[src/rtl/paddle_input_ctrl.sv]
// Synchronises, debounces and edge-detects the two paddle buttons and drives a saturating
// paddle position. Define PADDLE_AUTOREPEAT_EN to enable hold-to-repeat stepping.
module paddle_input_ctrl #(
    parameter int unsigned DEBOUNCE_CYCLES = 1000000,
    parameter int unsigned POS_W           = 10,
    parameter int unsigned POS_INIT        = 100,
    parameter int unsigned POS_MIN         = 60,
    parameter int unsigned POS_MAX         = 420,
    parameter int unsigned STEP            = 42,
    parameter int unsigned REPEAT_DELAY    = 30000000,
    parameter int unsigned REPEAT_RATE     = 10000000
) (
    input  logic             clk,
    input  logic             rst,
    input  logic [1:0]       btn,
    output logic [1:0]       btn_db,
    output logic [POS_W-1:0] paddle_pos,
    output logic             move_up,
    output logic             move_dn,
    output logic             at_limit
);

    localparam int unsigned DbW = (DEBOUNCE_CYCLES > 1) ? $clog2(DEBOUNCE_CYCLES) : 1;
    localparam logic [DbW-1:0] DbLast = DbW'(DEBOUNCE_CYCLES - 1);
    localparam logic [POS_W:0] PosMin = (POS_W + 1)'(POS_MIN);
    localparam logic [POS_W:0] PosMax = (POS_W + 1)'(POS_MAX);
    localparam logic [POS_W:0] Step   = (POS_W + 1)'(STEP);

    logic [1:0]       s1_q, s2_q;
    logic [DbW-1:0]   db_cnt_q [2];
    logic [1:0]       btn_db_q, btn_db_dly_q, press_q;
    logic [1:0]       tick;
    logic [POS_W-1:0] pos_q;
    logic             move_up_q, move_dn_q, at_limit_q;

    always_ff @(posedge clk) begin
        if (rst) begin
            s1_q         <= '0;
            s2_q         <= '0;
            btn_db_q     <= '0;
            btn_db_dly_q <= '0;
            press_q      <= '0;
            for (int i = 0; i < 2; i++) begin
                db_cnt_q[i] <= '0;
            end
        end else begin
            s1_q         <= btn;
            s2_q         <= s1_q;
            btn_db_dly_q <= btn_db_q;
            press_q      <= btn_db_q & ~btn_db_dly_q;
            for (int i = 0; i < 2; i++) begin
                // Any return to the current level restarts the stability window.
                if (s2_q[i] != btn_db_q[i]) begin
                    if (db_cnt_q[i] == DbLast) begin
                        btn_db_q[i] <= s2_q[i];
                        db_cnt_q[i] <= '0;
                    end else begin
                        db_cnt_q[i] <= db_cnt_q[i] + DbW'(1);
                    end
                end else begin
                    db_cnt_q[i] <= '0;
                end
            end
        end
    end

`ifdef PADDLE_AUTOREPEAT_EN
    typedef enum logic [1:0] {StIdle, StDelay, StRepeat} rpt_state_e;

    localparam int unsigned RptMax = (REPEAT_DELAY > REPEAT_RATE) ? REPEAT_DELAY : REPEAT_RATE;
    localparam int unsigned RptW   = (RptMax > 1) ? $clog2(RptMax) : 1;
    localparam logic [RptW-1:0] DelayLast = RptW'(REPEAT_DELAY - 1);
    localparam logic [RptW-1:0] RateLast  = RptW'(REPEAT_RATE - 1);

    rpt_state_e      rpt_state_q [2];
    logic [RptW-1:0] rcnt_q      [2];

    always_ff @(posedge clk) begin
        if (rst) begin
            for (int i = 0; i < 2; i++) begin
                rpt_state_q[i] <= StIdle;
                rcnt_q[i]      <= '0;
            end
        end else begin
            for (int i = 0; i < 2; i++) begin
                if (!btn_db_q[i]) begin
                    rpt_state_q[i] <= StIdle;
                    rcnt_q[i]      <= '0;
                end else begin
                    unique case (rpt_state_q[i])
                        StIdle: begin
                            if (press_q[i]) begin
                                rpt_state_q[i] <= StDelay;
                                rcnt_q[i]      <= '0;
                            end
                        end
                        StDelay: begin
                            if (rcnt_q[i] == DelayLast) begin
                                rpt_state_q[i] <= StRepeat;
                                rcnt_q[i]      <= '0;
                            end else begin
                                rcnt_q[i] <= rcnt_q[i] + RptW'(1);
                            end
                        end
                        StRepeat: begin
                            if (rcnt_q[i] == RateLast) begin
                                rcnt_q[i] <= '0;
                            end else begin
                                rcnt_q[i] <= rcnt_q[i] + RptW'(1);
                            end
                        end
                        default: begin
                            rpt_state_q[i] <= StIdle;
                            rcnt_q[i]      <= '0;
                        end
                    endcase
                end
            end
        end
    end

    // A tick is suppressed on the cycle the debounced level drops.
    always_comb begin
        tick = '0;
        for (int i = 0; i < 2; i++) begin
            if (btn_db_q[i]) begin
                unique case (rpt_state_q[i])
                    StDelay:  tick[i] = (rcnt_q[i] == DelayLast);
                    StRepeat: tick[i] = (rcnt_q[i] == RateLast);
                    default:  tick[i] = 1'b0;
                endcase
            end
        end
    end
`else
    logic unused_rpt;
    assign unused_rpt = ^{REPEAT_DELAY, REPEAT_RATE};
    assign tick = '0;
`endif

    logic           up_req, dn_req;
    logic [POS_W:0] pos_ext, up_sum, dn_val, pos_nxt;

    always_comb begin
        up_req  = press_q[1] | tick[1];
        dn_req  = press_q[0] | tick[0];
        pos_ext = {1'b0, pos_q};
        up_sum  = pos_ext + Step;
        dn_val  = (pos_ext > Step) ? (pos_ext - Step) : '0;
        pos_nxt = pos_ext;
        if (up_req && !dn_req) begin
            pos_nxt = (up_sum > PosMax) ? PosMax : up_sum;
        end else if (dn_req && !up_req) begin
            pos_nxt = (dn_val < PosMin) ? PosMin : dn_val;
        end
    end

    always_ff @(posedge clk) begin
        if (rst) begin
            pos_q      <= POS_W'(POS_INIT);
            move_up_q  <= 1'b0;
            move_dn_q  <= 1'b0;
            at_limit_q <= (POS_INIT == POS_MIN) || (POS_INIT == POS_MAX);
        end else begin
            pos_q      <= pos_nxt[POS_W-1:0];
            move_up_q  <= up_req && !dn_req && (pos_nxt != pos_ext);
            move_dn_q  <= dn_req && !up_req && (pos_nxt != pos_ext);
            at_limit_q <= (pos_nxt == PosMin) || (pos_nxt == PosMax);
        end
    end

    assign btn_db     = btn_db_q;
    assign paddle_pos = pos_q;
    assign move_up    = move_up_q;
    assign move_dn    = move_dn_q;
    assign at_limit   = at_limit_q;

endmodule

[config.mk]
export PLATFORM = sky130hd
export DESIGN_NAME = paddle_input_ctrl
export DESIGN_NICKNAME = d
export VERILOG_FILES = /design/src/rtl/paddle_input_ctrl.sv
export SDC_FILE = /design/constraint.sdc
export NUM_CORES = 1
export LEC_CHECK = 0
export CORE_ASPECT_RATIO = 1.2
export CORE_MARGIN = 3
export CORE_UTILIZATION = 38
export CTS_CLUSTER_SIZE = 8
export DETAILED_ROUTE_END_ITERATION = 16
export GPL_TIMING_DRIVEN = 1
export SLEW_MARGIN = 20
export SYNTH_ARGS = -nofsm -noshare
export SYNTH_HDL_FRONTEND = slang
export SYNTH_SLANG_ARGS = --single-unit
[constraint.sdc]
create_clock -name clk -period 5.7 [get_ports clk]
set_input_delay 1.71 -clock clk [delete_from_list [all_inputs] [get_ports clk]]
set_output_delay 1.71 -clock clk [all_outputs]
set_load 0.02 [all_outputs]
==> key figures <==
Critical path
  – Crit-path leading delay family: flip-flops
  – Crit Path Max Fanout: 22
  – Setup crit start: paddle_pos[4]$_SDFF_PP0_
  – Crit path buf inv count: 1
  – R2R cell count: 10
  – CP max-delay cell: dfxtp_1
  – Setup crit start kind: register
  – Crit path DAT: 1.94 ns
  – Max incr delay on CP: ~0.87 ns
  – RR Startpoint: paddle_pos[2]$_SDFF_PP1_
  – CP required: 3.99 ns
  – Worst Setup Path Type: reg2out
  – Endpoint class of the critical path: primary output
  – CP cell instances: clkdlybuf4s50_1
  – Number of stages on the worst setup path: 1

Drt
  – DRT antenna net count: 0
  – Avg WL per Cell: 14.9 µm
  – DRC viols: 0
  – Violation count after the first detailed-route iteration: 210
  – Via count: 3389
  – First-pass DRT Iterations: 5
  – Total Wirelength: 9.16 mm
  – Vias per inst: 5.51

STA
  – RSZ-0062 raised after global routing: no
  – Worst Tran Pin Value: 0.849 ns
  – Clk_skew: 0.00856 ns
  – Slew Viols, Final: 0
  – Hold Fails Final Rpt: 0
  – Slew HR: 0.433
  – Fmax: about 0.27 GHz
  – Setup tns final: 0 ns
  – Period utilization: 0.641
  – Final Setup Violations: 0
  – Minimum clock period: 3.65 ns

Place
  – Port-buffer cells: 18
  – Area after DPL: 4350 µm²
  – Placer congestion estimate: 0.921
  – Dpl hpwl: 6.61 mm

Yosys
  – Yosys top cell by area: edfxtp_1
  – XOR/XNOR Fraction of Synth Area: 0.0927
  – Post-Syn Instances: 439
  – Simple-gate share of the synthesized area: 0.267
  – FF+latch count, synth: 63
  – Ys Warns: 0
  – Synth Flop Type: edfxtp_1
  – Top cells by area, synth: edfxtp_1 30%, dfxtp_1 12%, nor2_1 5.5%
  – Post-synthesis compound-gate area fraction: 0.156
  – Largest family of logic cells by synthesized area: simple AND/OR/NAND/NOR gates
  – Avg Inst Size Synth: 9.04 µm²
  – Yosys top cell area share: 0.303
  – Distinct cells, synth: 65
  – Ys async rst share: 0
  – Adder-cell share of the synthesized area: 0.0158
  – Post-synth EDFFs: 40
  – Multiplexer area fraction after synthesis: 0.0126
  – Post-synthesis sequential area ratio: 0.419
  – Mapped Area: between 3000 and 4000 µm²

Hold path
  – Hold_sp: btn_db_dly_q[1]$_SDFF_PP0_
  – Worst Hold Class: reg2reg
  – Hold depth: 1

Pwr
  – Cell leakage power: 1.68 nW
  – Maximum vdd drop: approximately 110 µV
  – PD cells: 248 nW/µm²

Clocking
  – H-Tree Depth: 3
  – CTS max path bufs: 2
  – Clk sink count: 63
  – CTS buffer count: 9
  – Clk slew on worst S/H paths: around 0.05 ns
  – CTS tree: yes
  – CTS Hold Bufs: 0
  – CTS resizes: 0
  – Postcts setup bufs: 0
  – Worst skew pair latency: 0.32 ns
  – Clock root buffer: clkbuf_16

Run status
  – Status: complete, no violations

Finish
  – Final instance area: 4690 µm²
  – Commonest non-fill, non-tap cell in the layout: nor2_1
  – Area growth syn-to-layout: 18.2%
  – Share of cells above drive strength 1: 0.0573
  – Layout Nets: ~500
  – Commonest cells after routing, fill and taps aside: 58 x nor2_1, 40 x edfxtp_1, 40 x conb_1, 29 x nand2_1, 25 x nand3_1
  – Diode count: 0

Floorplanning
  – CORE AREA: 10100 µm²
  – Initial core utilization: 0.393
  – # IOs: 19
  – Die Area: around 12000 µm²
  – Die Wd: between 90 and 100 µm
  – Number of cell rows: 40
  – Die Height: 118 µm

Global route
  – Largest net degree at the start of global routing: 23
  – Overall Global Routing Usage: 0.158
  – Global-route wire length before repair: 15.2 mm
  – Initial antenna violation count: 0
  – Congestion Overflow GR: 0
  – Vias in the first global route: 3209

Flow run
  – Max-cap violation count: 0
[flip-flops by register name, indices dropped and copies added, names as in the netlist]
name / cells
db_cnt_q: 40
paddle_pos: 10
at_limit: 1
move_up: 1
btn_db_dly_q: 2
s2_q: 2
btn_db: 2
move_dn: 1
press_q: 2
s1_q: 2
[report_power, final]
| group | total (mW) | internal, mW | switching, mW |
|---|---|---|---|
| sequential | 0.511 | 0.499 | 0.0127 |
| combinational | 0.0272 | 0.0116 | 0.0155 |
| clock | 0.626 | 0.428 | 0.198 |
[synth_stat cells (3+ instances only)]
library cell,n
a211o_1,4
a211oi_1,4
a21o_1,3
a21oi_1,15
a31oi_1,8
and2_1,5
and3_1,13
clkbuf_1,18
dfxtp_1,23
edfxtp_1,40
ha_1,5
inv_1,10
mux2i_1,5
nand2_1,29
nand2b_1,4
nand3_1,25
nand3b_1,3
nand4_1,10
nor2_1,58
nor2b_1,15
nor3_1,12
nor4_1,6
nor4b_1,3
o2111ai_1,3
o211ai_1,4
o21ai_0,13
o221ai_1,4
or2_2,4
or3_1,8
xnor2_1,19
xor2_1,23
[final cells by class]
class                   count  area (µm²)
clock buffers               9         225
flip-flops and latches     63        1660
inverters                  10        37.5
multi-input cells         382        2310
well taps                 126         158
repair buffers             18         180
clock inverters             7         119
fillers                   972        5420
[worst paths after layout]
check,end,slack (ns)
max,paddle_pos[4],2.05
min,press_q[1]$_SDFF_PP0_,0.39
max reg2reg,move_up$_SDFF_PP0_,2.09
min reg2reg,press_q[1]$_SDFF_PP0_,0.39
[metrics by stage]
step | hold slack (ns) | power [mW] | worst slack (ns) | util | instances
floorplan | 0.367 | 0.539 | 2.56 | - | 478
global placement | 0.373 | 0.547 | 1.95 | 0.430 | 599
detailed placement | 0.384 | 0.547 | 1.92 | 0.430 | 599
CTS | 0.392 | 1.18 | 2.05 | 0.464 | 615
global route | 0.417 | 1.21 | 1.94 | 0.464 | 615
finish | 0.388 | 1.16 | 2.05 | 0.464 | 615
[cell families (layout without fill, tap and decap cells)]
logic type / Yosys count / in the layout
buffers and inverters: 33 / 44
other: 1 / 40
flip-flops: 63 / 63
XOR/XNOR: 42 / 42
AND/OR/NAND/NOR: 205 / 205
multiplexers: 5 / 5
adder cells (fa/ha/maj): 5 / 5
AO/OA/AOI/OAI: 85 / 85
[per-layer routing]
| metal | track usage | vias to the layer above | part of all wire |
|---|---|---|---|
| met5 | 0 | - | 0 |
| met4 | 0.0914 | 0 | 0.038 |
| met3 | 0.0213 | 26 | 0.042 |
| met2 | 0.244 | 116 | 0.47 |
| met1 | 0.209 | 1572 | 0.45 |
| li1 | - | 1675 | - |
Note: power is estimated with default switching activity, not from simulation.
==> edit 1, RTL diff (same flow settings) <==
Add a define of `PADDLE_AUTOREPEAT_EN`.
--- a/src/rtl/paddle_input_ctrl.sv
+++ b/src/rtl/paddle_input_ctrl.sv
@@ -2,2 +2,4 @@
 // paddle position. Define PADDLE_AUTOREPEAT_EN to enable hold-to-repeat stepping.
+`define PADDLE_AUTOREPEAT_EN
+
 module paddle_input_ctrl #(
Function: same outputs for any inputs over 10 cycles, from zero or initial values and one cycle with rst high; that may be too few to reach the edited logic, so the function may still have changed.
==> edit 1 against the original RTL <==
Sequential cell count rose by 54; total power rose by 77%; worst setup slack got worse by 0.20 ns; sequential share of layout area rose by 5.4 points; synthesized area rose by 75%; final area rose by 71%; wire length rose by 57%; largest cell class unchanged; largest power group unchanged; highest routed layer unchanged.
==> edit 1: results (changes against the original RTL) <==
{
  "status": {"value": "completed", "change": "unchanged"},
  "use_met3": {"value": 0.0382, "change": "was 0.0213"},
  "regToRegSetupSlack": {"value": 1.85, "unit": "ns", "change": "was 2.09 ns"},
  "layout.nets": {"value": 807, "change": "was 493"},
  "biggest_register": {"value": "rcnt_q", "change": "was db_cnt_q"},
  "grt_pass1_wl": {"value": 24.9, "unit": "mm", "change": "was 15.2 mm"},
  "synth-edff-count": {"value": 94, "change": "was 40"},
  "cts_made_buffers": {"value": 17, "change": "was 9"},
  "worst_skew_pair.late_latency": {"value": 0.42, "unit": "ns", "change": "was 0.32 ns"},
  "grt_use_met2": {"value": 0.251, "change": "was 0.244"},
  "number_of_fillers_in_the_final_layout": {"value": 1690, "change": "was 972"},
  "cp_data_arrival_time": {"value": 4.11, "unit": "ns", "change": "was 1.94 ns"},
  "total_leakage_power": {"value": 2.78, "unit": "nW", "change": "was 1.68 nW"},
  "peakVddDrop": {"value": 0.193, "unit": "mV", "change": "was 0.109 mV"},
  "ys_top_cells_by_area": {"value": "edfxtp_1 (41%), nor2_1 (7.9%), dfxtp_1 (6.6%)", "change": "was edfxtp_1 (30%), dfxtp_1 (12%), nor2_1 (5.5%)"},
  "worst-path-max-fanout": {"value": 11, "change": "was 22"},
  "routed_via_density": {"value": 5.26, "change": "was 5.51"},
  "synthTopCellsByCount": {"value": "nor2_1 (146), edfxtp_1 (94), nand2_1 (60)", "change": "was nor2_1 (58), edfxtp_1 (40), nand2_1 (29)"},
  "drive_above_1_share": {"value": 0.0574, "change": "was 0.0573"},
  "grt.met1_usage": {"value": 0.188, "change": "was 0.209"},
  "routedWlPerCell": {"value": 14.1, "unit": "um", "change": "was 14.9 um"},
  "max_stage_delay": {"value": 0.72, "unit": "ns", "change": "was 0.87 ns"},
  "cp_slowest_cell": {"value": "a2111oi_0", "change": "was dfxtp_1"},
  "grtUsageTotal": {"value": 0.153, "change": "was 0.158"},
  "maximum_number_of_pins_on_one_net_before_global_route_repair": {"value": 26, "change": "was 23"}
}
==> edit 1: cell types whose count changed in the layout (fill, tap and decap cells not counted), sizes merged, moves of 7 or more <==
cell and delta:
nor2 +90, edfxtp +54, nand2 +31, xnor2 +24
xor2 +22, nand3 +16, inv +11, ha +10
clkbuf +8, o21ai +8, and4 +7
==> edit 1: worst max-delay path: cells and delay by family, from the launching register on <==
| kind | cells | cell delay, ns |
|---|---|---|
| adders and majority gates | 1 | 0.41 |
| and+or+nand+nor | 3 | 0.62 |
| AOI/OAI and AO/OA | 5 | 1.92 |
| buffers and inverters | 1 | 0.16 |
| DFF | 1 | 0.57 |
==> edit 1: kinds of logic after synthesis <==
family / Yosys count / synth area share
other cells: 1 / 0.000540
mux: 3 / 0.00451
fa+ha+maj: 15 / 0.0270
buf+inv: 46 / 0.0276
compound gates: 87 / 0.0874
xor+xnor: 88 / 0.111
simple gates: 376 / 0.269
flops: 117 / 0.473
==> edit 1: final timing paths <==
kind	startpoint	endpoint
max	paddle_pos[2]	move_dn
min	btn_db_dly_q[0]	press_q[0]
max reg2reg	paddle_pos[2]	move_dn
min reg2reg	btn_db_dly_q[0]	press_q[0]
==> edit 1: stage by stage <==
stage	utilization	instance area [um^2]	setup WS [ns]	hold slack [ns]	instances
final	0.454	8040	1.85	0.387	1021
after global routing	0.454	8040	1.49	0.402	1021
after CTS	0.454	8040	1.91	0.386	1021
after detailed placement	0.421	7460	1.74	0.380	989
after global placement	0.421	7460	1.79	0.380	989
after floorplan	-	7090	2.36	0.368	772
==> edit 1: final cells by class <==
type                       instances  area (um^2)  area share
inverter                          21         78.8     0.00980
clock buffer                      17          425      0.0529
tap                              220          275      0.0342
timing repair buffer              22          210      0.0261
multi-input combinational        609         3610       0.449
clock inverter                    15          156      0.0194
sequential                       117         3280       0.408
==> edit 1: layer usage <==
layer | wire (um) | part of all wire
met1 | 6510 | 0.45
met5 | 0 | 0
met2 | 6870 | 0.48
met3 | 575 | 0.040
met4 | 464 | 0.032
==> edit 1: power by group through the flow <==
stage	Clock, mW	Combinational, mW	Sequential (mW)
finish	1.05	0.0703	0.947
global route	1.11	0.0787	0.949
CTS	1.07	0.0691	0.947
detailed placement	0	0.0684	0.965
global placement	0	0.0687	0.965
floorplan	0	0.0516	0.961
==> edit 2, RTL diff (same settings) <==
Without the edit above. Put one more register stage on the output `move_up`. The value now appears one clock later. The other outputs are not delayed to match.
--- a/src/rtl/paddle_input_ctrl.sv
+++ b/src/rtl/paddle_input_ctrl.sv
@@ -173,3 +173,5 @@
     assign paddle_pos = pos_q;
-    assign move_up    = move_up_q;
+    always_ff @(posedge clk) begin
+        move_up <= move_up_q;
+    end
     assign move_dn    = move_dn_q;
Function: no difference found for any inputs over 10 cycles, from zero or initial values and one cycle with rst high; that may be too few to reach the edited logic, so the function may still have changed.
==> edit 2 against the original RTL <==
Synthesized area rose by 0.50%; worst setup slack worse by 0.10 ns; die area up 0.47%; worst hold slack worse by 0.063 ns; fmax is 2.7% lower; total power is 8.6% lower; final area is 0.67% lower; wire length up 0.85%; sequential cell count is 1 higher; via count up 0.32%; largest cell class unchanged; highest routed layer unchanged.
==> edit 2: results (changes against the original RTL) <==
{
  "number_of_global_route_vias_before_repair": {"value": 3335, "change": "was 3,209"},
  "maximum_number_of_pins_on_one_net_before_global_route_repair": {"value": 23, "change": "unchanged"},
  "worst-path-max-fanout": {"value": 16, "change": "was 22"},
  "routedWlPerCell": {"value": 15.0, "unit": "um", "change": "was 14.9 um"},
  "synth.yosys.warnings": {"value": 0, "change": "unchanged"},
  "routed_via_density": {"value": 5.52, "change": "was 5.51"},
  "layout.nets": {"value": 494, "change": "was 493"},
  "layout_skew": {"value": 0.00581, "unit": "ns", "change": "was 0.00856 ns"},
  "grt_pass1_wl": {"value": 15.7, "unit": "mm", "change": "was 15.2 mm"},
  "cts_made_buffers": {"value": 9, "change": "unchanged"},
  "cp_slowest_cell": {"value": "dfxtp_1", "change": "unchanged"},
  "worst_skew_pair.late_latency": {"value": 0.32, "unit": "ns", "change": "about the same"},
  "ys_top_cells_by_area": {"value": "edfxtp_1 (30%), dfxtp_1 (12%), nor2_1 (5.5%)", "change": "unchanged"},
  "peakVddDrop": {"value": 0.0975, "unit": "mV", "change": "was 0.109 mV"},
  "number_of_cells_upsized_or_downsized_after_cts": {"value": 0, "change": "unchanged"},
  "status": {"value": "completed", "change": "unchanged"},
  "detailedRoute.firstIterationViolations": {"value": 164, "change": "was 210"},
  "max_stage_delay": {"value": 0.72, "unit": "ns", "change": "was 0.87 ns"},
  "drt-pass1-iter-count": {"value": 4, "change": "was 5"},
  "min-delay-path-class": {"value": "flip-flop to flip-flop", "change": "unchanged"},
  "drive_above_1_share": {"value": 0.0571, "change": "was 0.0573"},
  "io_buffers": {"value": 18, "change": "unchanged"},
  "dominantRegCellSynth": {"value": "edfxtp_1", "change": "unchanged"},
  "cts.reportedPaths.clkPinSlew": {"value": 0.05, "unit": "ns", "change": "about the same"},
  "grtUsageTotal": {"value": 0.164, "change": "was 0.158"},
  "grt_antenna_before_repair": {"value": 0, "change": "unchanged"},
  "synthTopCellsByCount": {"value": "nor2_1 (58), edfxtp_1 (40), nand2_1 (29)", "change": "unchanged"},
  "cts_setup_buffers": {"value": 0, "change": "unchanged"},
  "ctsHtreeMaxLevel": {"value": 3, "change": "unchanged"},
  "sum_of_net_half_perimeters_after_detailed_placement": {"value": 6.69, "unit": "mm", "change": "was 6.61 mm"},
  "max-clock-path-buffers": {"value": 2, "change": "unchanged"},
  "postSynth.asyncResetShare": {"value": 0, "change": "unchanged"},
  "largest_register_ffs": {"value": 40, "change": "unchanged"},
  "synth-edff-count": {"value": 40, "change": "unchanged"},
  "total_leakage_power": {"value": 1.66, "unit": "nW", "change": "was 1.68 nW"},
  "insertedDiodeCount": {"value": 0, "change": "unchanged"},
  "cts.root.buffer_cell": {"value": "clkbuf_16", "change": "unchanged"},
  "max_slew_margin": {"value": 0.453, "change": "was 0.433"},
  "synth.lib_cells_used.distinct": {"value": 65, "change": "unchanged"},
  "routabilityCongestion": {"value": 0.880, "change": "was 0.921"},
  "synth-seq-area-share": {"value": 0.421, "change": "was 0.419"},
  "biggest_register": {"value": "db_cnt_q", "change": "unchanged"}
}
edit 2: kinds of logic (layout without fill, tap and decap cells):
family	after synthesis	count (layout)	share of synthesized area
and+or+nand+nor	205	205	0.266
AOI/OAI and AO/OA	85	85	0.155
DFF	64	64	0.421
xor gates and xnor gates	42	42	0.0922
buffers and inverters	33	44	0.0361
adders and majority gates	5	5	0.0157
muxes	5	5	0.0125
other	1	40	0.000940
edit 2: final timing paths:
kind / from / end / slack, ns / depth (start not counted)
setup reg to reg: paddle_pos[1] / at_limit / 1.95 / 11
setup / recovery: paddle_pos[1] / at_limit / 1.95 / 11
hold / removal: move_up_q / move_up / 0.32 / 0
hold reg to reg: move_up_q / move_up / 0.32 / 0
edit 2: final cells by class:
cell class                      instances  area, um^2
Tap cell                              126         158
Timing Repair Buffer                   18         180
Multi-Input combinational cell        382        2310
Clock inverter                          5        28.8
Sequential cell                        64        1680
Inverter                               10        37.5
Fill cell                             996        5450
Clock buffer                           11         264
edit 2: worst max-delay path: cells and delay by family (launching register included):
kind	cells	cell delay (ns)
AO/OA/AOI/OAI	7	1.64
adder cells (fa/ha/maj)	1	0.33
AND/OR/NAND/NOR	2	0.80
flip-flops	1	0.72
buffers and inverters	1	0.18
edit 2: where the power goes:
part	switching (mW)	total (mW)	internal (mW)
registers	0.0129	0.519	0.506
clock network	0.190	0.519	0.329
logic	0.0157	0.0273	0.0116
total	0.218	1.06	0.846
edit 2: metal layers:
metal,track usage,vias up,routed length (um)
met1,0.195,1601,3970
met2,0.268,93,4560
li1,-,1673,-
met5,0,-,0
met4,0.108,0,385
met3,0.0283,33,325
edit 2: per-stage QoR:
step / power (mW) / utilization / instance area (um^2) / std cells / worst slack (ns)
2_1_floorplan: 0.546 / - / 4140 / 479 / 2.56
3_3_place_gp: 0.554 / 0.432 / 4370 / 600 / 1.93
3_5_place_dp: 0.555 / 0.432 / 4370 / 600 / 1.90
4_1_cts: 1.08 / 0.461 / 4660 / 616 / 1.98
5_1_grt: 1.11 / 0.461 / 4660 / 616 / 1.79
6_report: 1.06 / 0.461 / 4660 / 616 / 1.95
